`src/rtl/jtcontra_cab_inputs.sv`:
```
// -----------------------------------------------------------------------------
// jtcontra_cab_inputs
//
// Conditions the cabinet inputs of the Contra core before the main CPU sees
// them. Every raw bit is synchronised, debounced and presented as a clean
// active-low level. The coin switches are turned into frame-timed pulses, and
// holding both start buttons produces a service request.
//
// Optional feature: define JTCONTRA_AUTOFIRE_EN to build autofire on bit 4
// (button 1) of both joysticks. Leave it undefined for plain pass-through.
//
// Parameters
//   DEBOUNCE       consecutive equal samples needed to accept a new level (2..15)
//   COIN_FRAMES    minimum coin pulse width in frames (1..7)
//
// Ports
//   clk            24 MHz clock shared with the main CPU
//   rstn           asynchronous active-low reset
//   cen_smp        one-clk sampling strobe that advances the debouncers
//   LVBL           vertical blank, active low; its falling edge is a frame tick
//   start_raw      raw start buttons, active low
//   coin_raw       raw coin switches, active low
//   joy1_raw       raw joystick 1, active low, bit 4 = button 1
//   joy2_raw       raw joystick 2, active low, bit 4 = button 1
//   start_button   conditioned starts, active low
//   coin_input     conditioned coin pulses, active low
//   joystick1      conditioned joystick 1, active low
//   joystick2      conditioned joystick 2, active low
//   service        service request, active low
//   coin_state_dbg coin FSM states, {channel 1, channel 0}
//                  (0 = IDLE, 1 = PULSE, 2 = WAITREL)
// -----------------------------------------------------------------------------
module jtcontra_cab_inputs #(
  parameter int DEBOUNCE    = 4,
  parameter int COIN_FRAMES = 3
) (
  input  logic       clk,
  input  logic       rstn,
  input  logic       cen_smp,
  input  logic       LVBL,
  input  logic [1:0] start_raw,
  input  logic [1:0] coin_raw,
  input  logic [5:0] joy1_raw,
  input  logic [5:0] joy2_raw,
  output logic [1:0] start_button,
  output logic [1:0] coin_input,
  output logic [5:0] joystick1,
  output logic [5:0] joystick2,
  output logic       service,
  output logic [3:0] coin_state_dbg
);

  // Bit map of the conditioned bundle:
  //   [1:0] start, [3:2] coin, [9:4] joystick 1, [15:10] joystick 2
  localparam int NB = 16;

  typedef enum logic [1:0] {
    C_IDLE    = 2'd0,
    C_PULSE   = 2'd1,
    C_WAITREL = 2'd2
  } coin_st_e;

  logic [NB-1:0] raw_w;
  assign raw_w = {joy2_raw, joy1_raw, coin_raw, start_raw};

  // ---------------------------------------------------------------------------
  // Two-flop synchroniser on every raw bit
  // ---------------------------------------------------------------------------
  logic [NB-1:0] sync1_q, sync2_q;

  always_ff @(posedge clk or negedge rstn) begin
    if (!rstn) begin
      sync1_q <= '1;
      sync2_q <= '1;
    end else begin
      sync1_q <= raw_w;
      sync2_q <= sync1_q;
    end
  end

  // ---------------------------------------------------------------------------
  // Frame tick: one clk wide, on the falling edge of LVBL
  // ---------------------------------------------------------------------------
  logic lvbl_q;
  logic frame_tick;

  always_ff @(posedge clk or negedge rstn) begin
    if (!rstn) lvbl_q <= 1'b1;
    else       lvbl_q <= LVBL;
  end

  assign frame_tick = lvbl_q & ~LVBL;

  // ---------------------------------------------------------------------------
  // Debouncers. The counter holds how many differing samples have been seen
  // so far; the level flips on the sample that would take it past
  // DEBOUNCE-1, so exactly DEBOUNCE differing samples are needed.
  // ---------------------------------------------------------------------------
  logic [NB-1:0] acc_q, acc_d;
  logic [3:0]    deb_cnt_q [NB];
  logic [3:0]    deb_cnt_d [NB];

  always_comb begin
    acc_d = acc_q;
    for (int i = 0; i < NB; i++) begin
      deb_cnt_d[i] = deb_cnt_q[i];
      if (cen_smp) begin
        if (sync2_q[i] == acc_q[i]) begin
          deb_cnt_d[i] = 4'd0;
        end else if (deb_cnt_q[i] == 4'(DEBOUNCE - 1)) begin
          acc_d[i]     = ~acc_q[i];
          deb_cnt_d[i] = 4'd0;
        end else begin
          deb_cnt_d[i] = deb_cnt_q[i] + 4'd1;
        end
      end
    end
  end

  always_ff @(posedge clk or negedge rstn) begin
    if (!rstn) begin
      acc_q <= '1;
      for (int i = 0; i < NB; i++) deb_cnt_q[i] <= 4'd0;
    end else begin
      acc_q <= acc_d;
      for (int i = 0; i < NB; i++) deb_cnt_q[i] <= deb_cnt_d[i];
    end
  end

  // ---------------------------------------------------------------------------
  // Button 1 of each joystick: autofire or plain pass-through
  // ---------------------------------------------------------------------------
  logic [1:0] fire_d;
  logic [5:0] joy1_q, joy2_q;
  logic [1:0] start_q;

`ifdef JTCONTRA_AUTOFIRE_EN
  // af_act marks a press already in progress, so the first cycle of a press
  // forces the output low and later cycles toggle it every fourth frame.
  logic [1:0] af_act_q, af_act_d;
  logic [1:0] af_cnt_q [2];
  logic [1:0] af_cnt_d [2];
  logic [1:0] af_acc, af_cur;

  assign af_acc = {acc_q[14], acc_q[8]};
  assign af_cur = {joy2_q[4], joy1_q[4]};

  always_comb begin
    af_act_d = af_act_q;
    fire_d   = af_cur;
    for (int n = 0; n < 2; n++) begin
      af_cnt_d[n] = af_cnt_q[n];
      if (af_acc[n]) begin
        af_act_d[n] = 1'b0;
        af_cnt_d[n] = 2'd0;
        fire_d[n]   = 1'b1;
      end else if (!af_act_q[n]) begin
        af_act_d[n] = 1'b1;
        af_cnt_d[n] = 2'd0;
        fire_d[n]   = 1'b0;
      end else if (frame_tick) begin
        if (af_cnt_q[n] == 2'd3) begin
          af_cnt_d[n] = 2'd0;
          fire_d[n]   = ~af_cur[n];
        end else begin
          af_cnt_d[n] = af_cnt_q[n] + 2'd1;
        end
      end
    end
  end

  always_ff @(posedge clk or negedge rstn) begin
    if (!rstn) begin
      af_act_q <= 2'b00;
      for (int n = 0; n < 2; n++) af_cnt_q[n] <= 2'd0;
    end else begin
      af_act_q <= af_act_d;
      for (int n = 0; n < 2; n++) af_cnt_q[n] <= af_cnt_d[n];
    end
  end
`else
  assign fire_d = {acc_q[14], acc_q[8]};
`endif

  // ---------------------------------------------------------------------------
  // Registered start / joystick outputs
  // ---------------------------------------------------------------------------
  always_ff @(posedge clk or negedge rstn) begin
    if (!rstn) begin
      start_q <= 2'b11;
      joy1_q  <= 6'h3f;
      joy2_q  <= 6'h3f;
    end else begin
      start_q <= acc_q[1:0];
      joy1_q  <= {acc_q[9],  fire_d[0], acc_q[7:4]};
      joy2_q  <= {acc_q[15], fire_d[1], acc_q[13:10]};
    end
  end

  assign start_button = start_q;
  assign joystick1    = joy1_q;
  assign joystick2    = joy2_q;

  // ---------------------------------------------------------------------------
  // Coin channels. A falling edge of the accepted level launches a pulse that
  // lasts COIN_FRAMES frame ticks; the channel then waits for the switch to
  // be released before it can fire again, so a held coin gives one pulse.
  // ---------------------------------------------------------------------------
  logic [1:0] coin_prev_q;
  logic [1:0] coin_fall;
  coin_st_e   coin_st_q [2];
  coin_st_e   coin_st_d [2];
  logic [2:0] fcnt_q [2];
  logic [2:0] fcnt_d [2];

  assign coin_fall = coin_prev_q & ~acc_q[3:2];

  always_comb begin
    for (int n = 0; n < 2; n++) begin
      coin_st_d[n] = coin_st_q[n];
      fcnt_d[n]    = fcnt_q[n];
      case (coin_st_q[n])
        C_IDLE: begin
          if (coin_fall[n]) begin
            coin_st_d[n] = C_PULSE;
            fcnt_d[n]    = 3'd0;
          end
        end
        C_PULSE: begin
          if (frame_tick) begin
            if (fcnt_q[n] == 3'(COIN_FRAMES - 1)) begin
              coin_st_d[n] = C_WAITREL;
              fcnt_d[n]    = 3'd0;
            end else begin
              fcnt_d[n] = fcnt_q[n] + 3'd1;
            end
          end
        end
        C_WAITREL: begin
          if (acc_q[2 + n]) coin_st_d[n] = C_IDLE;
        end
        default: begin
          coin_st_d[n] = C_IDLE;
          fcnt_d[n]    = 3'd0;
        end
      endcase
    end
  end

  always_ff @(posedge clk or negedge rstn) begin
    if (!rstn) begin
      coin_prev_q <= 2'b11;
      for (int n = 0; n < 2; n++) begin
        coin_st_q[n] <= C_IDLE;
        fcnt_q[n]    <= 3'd0;
      end
    end else begin
      coin_prev_q <= acc_q[3:2];
      for (int n = 0; n < 2; n++) begin
        coin_st_q[n] <= coin_st_d[n];
        fcnt_q[n]    <= fcnt_d[n];
      end
    end
  end

  // Driven straight from the state flops so reset releases the pulse at once.
  always_comb begin
    for (int n = 0; n < 2; n++) coin_input[n] = (coin_st_q[n] != C_PULSE);
  end

  assign coin_state_dbg = {coin_st_q[1], coin_st_q[0]};

  // ---------------------------------------------------------------------------
  // Service request: both starts held for 64 frame ticks. The hold counter
  // saturates at 63; the 64th qualifying tick asserts service.
  // ---------------------------------------------------------------------------
  logic [5:0] hold_q, hold_d;
  logic       service_q, service_d;

  always_comb begin
    hold_d    = hold_q;
    service_d = service_q;
    if (frame_tick) begin
      if (acc_q[1:0] == 2'b00) begin
        if (hold_q == 6'd63) service_d = 1'b0;
        else                 hold_d    = hold_q + 6'd1;
      end else begin
        hold_d    = 6'd0;
        service_d = 1'b1;
      end
    end
  end

  always_ff @(posedge clk or negedge rstn) begin
    if (!rstn) begin
      hold_q    <= 6'd0;
      service_q <= 1'b1;
    end else begin
      hold_q    <= hold_d;
      service_q <= service_d;
    end
  end

  assign service = service_q;

endmodule

```
`config.mk`:
```
export PLATFORM = sky130hd
export DESIGN_NAME = jtcontra_cab_inputs
export DESIGN_NICKNAME = d
export VERILOG_FILES = /design/src/rtl/jtcontra_cab_inputs.sv
export SDC_FILE = /design/constraint.sdc
export NUM_CORES = 1
export LEC_CHECK = 0
export ABC_AREA = 1
export CAP_MARGIN = 20
export CELL_PAD_IN_SITES_DETAIL_PLACEMENT = 1
export CELL_PAD_IN_SITES_GLOBAL_PLACEMENT = 1
export CORE_UTILIZATION = 29
export DETAILED_ROUTE_END_ITERATION = 10
export PLACE_DENSITY_LB_ADDON = 0.08
export RECOVER_POWER = 100
export REMOVE_ABC_BUFFERS = 1
export SYNTH_ARGS = -nofsm -noshare
export SYNTH_HDL_FRONTEND = slang
export SYNTH_SLANG_ARGS = --single-unit
```
`constraint.sdc`:
```
create_clock -name clk -period 2.3 [get_ports clk]
set_input_delay 0.46 -clock clk [delete_from_list [all_inputs] [get_ports clk]]
set_output_delay 0.46 -clock clk [all_outputs]
set_load 0.005 [all_outputs]
```
==> impl_results.md <==
* Complex-gate fraction of the synthesized area at 6.37%
* Total Neg Setup Slack at 0 ns
* Mapped Area at 6460 um2
* Final routed DRC violation total at 0
* Startpoint of the worst hold path: sync1_q[10]
* Cell Int Power at 6060 uW
* Grt met2 use at 21.3%
* Max Cap Viol at 0
* Synth cell types at 26
* Yosys top cell by area: sky130_fd_sc_hd__dfrtp_1
* Clk slew on worst S/H paths at 0.06 ns
* Inst Count DP at 997
* Post-detailed-placement half-perimeter wirelength at 9.10 mm
* Cells on worst reg2reg path at 6
* Met3 layer usage reported by global route at 3.46%
* Synth Warn # at 0
* Max-slew headroom at 38.4%
* Critical path data arrival time at 1.61 ns
* Largest net degree at the start of global routing at 69
* Switching Share at 32.5%
* Final worst path period need at 2.07 ns
* Worst-skew pair later-pin latency at 0.42 ns
* Hold violation count in the final report at 0
* Leading cell types in the layout, fill and taps excluded: sky130_fd_sc_hd__nand2_1, sky130_fd_sc_hd__inv_1, sky130_fd_sc_hd__dfrtp_1, sky130_fd_sc_hd__o21ai_0, sky130_fd_sc_hd__nand3_1
* Share of power burned in combinational logic at 23.8%
* Overall power consumption at 8990 uW
* Initial detailed-routing violation count at 154
* Global-route wire length before repair at 23.3 mm
* Most common cell after layout, fill and taps aside: sky130_fd_sc_hd__nand2_1
* Flip-flop and latch count after synthesis at 146
* Static Leakage at 0.00350 uW
* Slew at the pin closest to its max-slew limit at 0.924 ns
* Nature of the critical path startpoint: register
* Fmax achieved at 484 MHz
* XOR/XNOR Fraction of Synth Area at 6.50%
* Area growth from synthesis to final layout at 19.7%
* Adder-cell area share of the yosys netlist at 3.29%
* Type of the tightest min-delay check: reg2reg
* Worst r2r dst: hold_q[4]
* Critical path peak fanout at 4
* Final setup vio count at 0
* Routability congestion estimate at 0.712
* Number of cells in the finished layout apart from fillers at 1030
* Per-cell via count in the routed design at 4.45
* Combinational family with the most area after synthesis: simple AND/OR/NAND/NOR gates
* I/O pins at 41
* Yosys top cell area share at 31.0%
* Die Wd at 151 um
* Worst slack at placement at 0.563 ns
* GR peak layer: met2
* CTS sink cnt at 146
* First-pass DRT Iterations at 4
* Start of the worst register-to-register path: hold_q[0]
* Wire length reported by the detailed router at 13.4 mm
* Worst Skew at 0.00796 ns
* Worst Hold Endpoint: sync2_q[10]
* Maximum clock insertion buffer count at 2
* Portion of netlist area occupied by mux cells at 0%
* Leading post-synthesis cells by cell area: sky130_fd_sc_hd__dfrtp_1, sky130_fd_sc_hd__dfstp_2, sky130_fd_sc_hd__nand2_1
* Detail Route Antenna Nets at 0
* Worst hold path cell count at 0
* Worst vdd ir at 437 uV
* Number of buffers inserted during clock tree synthesis at 17
* Setup repair after global routing missed its margin: false
* Total area of multi-input combinational cells at 2250 um2
* Number of global-route vias before repair at 4964
* Port-buffer cells at 40
* Critical path cell sequence: inv_1 > nand2_2 > dlygate4sd3_1
* Area of all placed cells without fillers at 7740 um2
* Result of the run: complete, no violations
* Clock Tree Root: sky130_fd_sc_hd__clkbuf_16
* Share of the cycle needed by the critical path after routing at 89.8%
* # nets final at 774
* Overall die area at 22900 um2
* Post-Synth Simple-Gate Area at 19.1%
* Maximum level of the CTS H-tree at 4
* Worst setup slack after layout at 0.234 ns
* N_diodes at 0
* Fraction of final layout cells sized beyond drive strength 1 at 11.9%
* Number of rows in the core area at 54
* R2R setup slack at 0.64 ns
* Vert. Die Dim at 151 um
* Net switching component of the power at 2920 uW
* Routed wire length per instance at 13.0 um
* Sequential Area at 3740 um2
* Part of the total power dissipated in the clock network at 30.9%
* # Post-CTS Setup Buffers at 0
* Sequential fraction of the synthesis area at 57.8%
* Category of the most critical setup path: reg2out
* Total of hold buffers inserted after clock tree synthesis at 1
* # fillers at 2476
* Element type at the critical path end: primary output
* Critical-path top delay cell: sky130_fd_sc_hd__dlygate4sd3_1
* Initial core utilization at 29.6%
* Delay contributed by the slowest stage of the critical path at 0.58 ns
* Synthesized area per cell at 9.45 um2
* Number of gates resized after CTS at 0
* Required time reported for the critical path endpoint at 1.84 ns
* Number of instances in the synthesized netlist at 684
* TritonCTS clock tree: built
* Met1 demand-to-capacity share in global routing at 16.5%
* DP Area at 7190 um2
* PD cells at 1160 nW/um2
* Combined global-route utilization of all metal layers at 13.1%
* Core ar. at 21800 um2
* Sequential cell fraction of total power at 45.3%
* Number of antenna violations at the first check in global routing at 0
* Final Slew Violations at 0
* Grt total ovfl at 0
* Vias at 4582
==> critical path: cells and delay by family, from the launching register on <==
family                 cells  cell delay [ns]
buffers and inverters      2             0.70
and+or+nand+nor            1             0.08
DFF                        1             0.41
==> power groups by stage <==
| stage | sequential [uW] | clock, uW | combinational (uW) |
|---|---|---|---|
| detailed placement | 4170 | 0 | 2250 |
| finish | 4070 | 2780 | 2140 |
| floorplan | 4030 | 0 | 1430 |
| global route | 4200 | 2990 | 2530 |
| CTS | 4140 | 2900 | 2280 |
| global placement | 4150 | 0 | 2150 |
==> how the worst max path moves through the flow <==
stage,from,to,slack [ns],cells after the start
floorplan,cen_smp,deb_cnt_q[11],0.96,3
global placement,LVBL,hold_q[0],0.63,7
detailed placement,cen_smp,deb_cnt_q[7],0.56,5
CTS,coin_state_dbg[3],coin_input[1],0.31,3
global route,rstn,deb_cnt_q[62],0.15,3
finish,coin_state_dbg[3],coin_input[1],0.23,3
==> layer usage <==
layer / vias to the layer above / wire length, um / part of all wire, %
met4: 0 / 171 / 1.3
li1: 2271 / - / -
met5: - / 0 / 0
met1: 2247 / 6370 / 48
met3: 13 / 423 / 3.2
met2: 51 / 6430 / 48
==> kinds of logic after synthesis <==
| kind of cell | after synthesis |
|---|---|
| compound gates | 78 |
| xor+xnor | 48 |
| fa+ha+maj | 17 |
| buf+inv | 105 |
| flops | 146 |
| simple gates | 290 |
==> metrics by stage <==
| step | hold WS (ns) | util [%] |
|---|---|---|
| after floorplan | 0.164 | - |
| after global placement | 0.346 | 32.9 |
| after global routing | 0.358 | 35.5 |
| after CTS | 0.356 | 35.7 |
| after detailed placement | 0.347 | 32.9 |
| final | 0.355 | 35.5 |
==> cells in the mapped netlist <==
library cell	count
sky130_fd_sc_hd__xnor2_1	16
sky130_fd_sc_hd__a21oi_1	5
sky130_fd_sc_hd__dfrtp_1	80
sky130_fd_sc_hd__o21ai_1	10
sky130_fd_sc_hd__inv_1	92
sky130_fd_sc_hd__nand2_2	4
sky130_fd_sc_hd__o21bai_4	1
sky130_fd_sc_hd__ha_1	17
sky130_fd_sc_hd__nor2_1	43
sky130_fd_sc_hd__buf_4	2
sky130_fd_sc_hd__nand4_1	15
sky130_fd_sc_hd__nand3_2	2
sky130_fd_sc_hd__buf_8	1
sky130_fd_sc_hd__buf_2	2
sky130_fd_sc_hd__a21boi_0	2
sky130_fd_sc_hd__clkbuf_1	3
sky130_fd_sc_hd__buf_6	4
sky130_fd_sc_hd__inv_2	1
sky130_fd_sc_hd__nor3b_1	1
sky130_fd_sc_hd__dfstp_2	66
sky130_fd_sc_hd__o22ai_1	2
sky130_fd_sc_hd__nand2_1	163
sky130_fd_sc_hd__nand4_2	1
sky130_fd_sc_hd__xor2_1	32
sky130_fd_sc_hd__nand3_1	61
sky130_fd_sc_hd__o21ai_0	58
==> state kept, by name (all words and copies together) (netlist names) <==
name            count
hold_q              6
coin_prev_q         2
deb_cnt_q          64
acc_q              16
coin_state_dbg      4
fcnt_q              6
sync1_q            16
joystick2           6
joystick1           6
start_button        2
lvbl_q              1
service             1
sync2_q            16
==> area by class of cell <==
type                       count  area share, %
timing repair buffer          46           5.95
tap                          280           4.53
sequential                   146           48.3
clock inverter                12           1.71
multi-input combinational    433           29.1
inverter                      93           4.51
clock buffer                  20           5.90
Note: power is estimated with default switching activity, not from simulation.
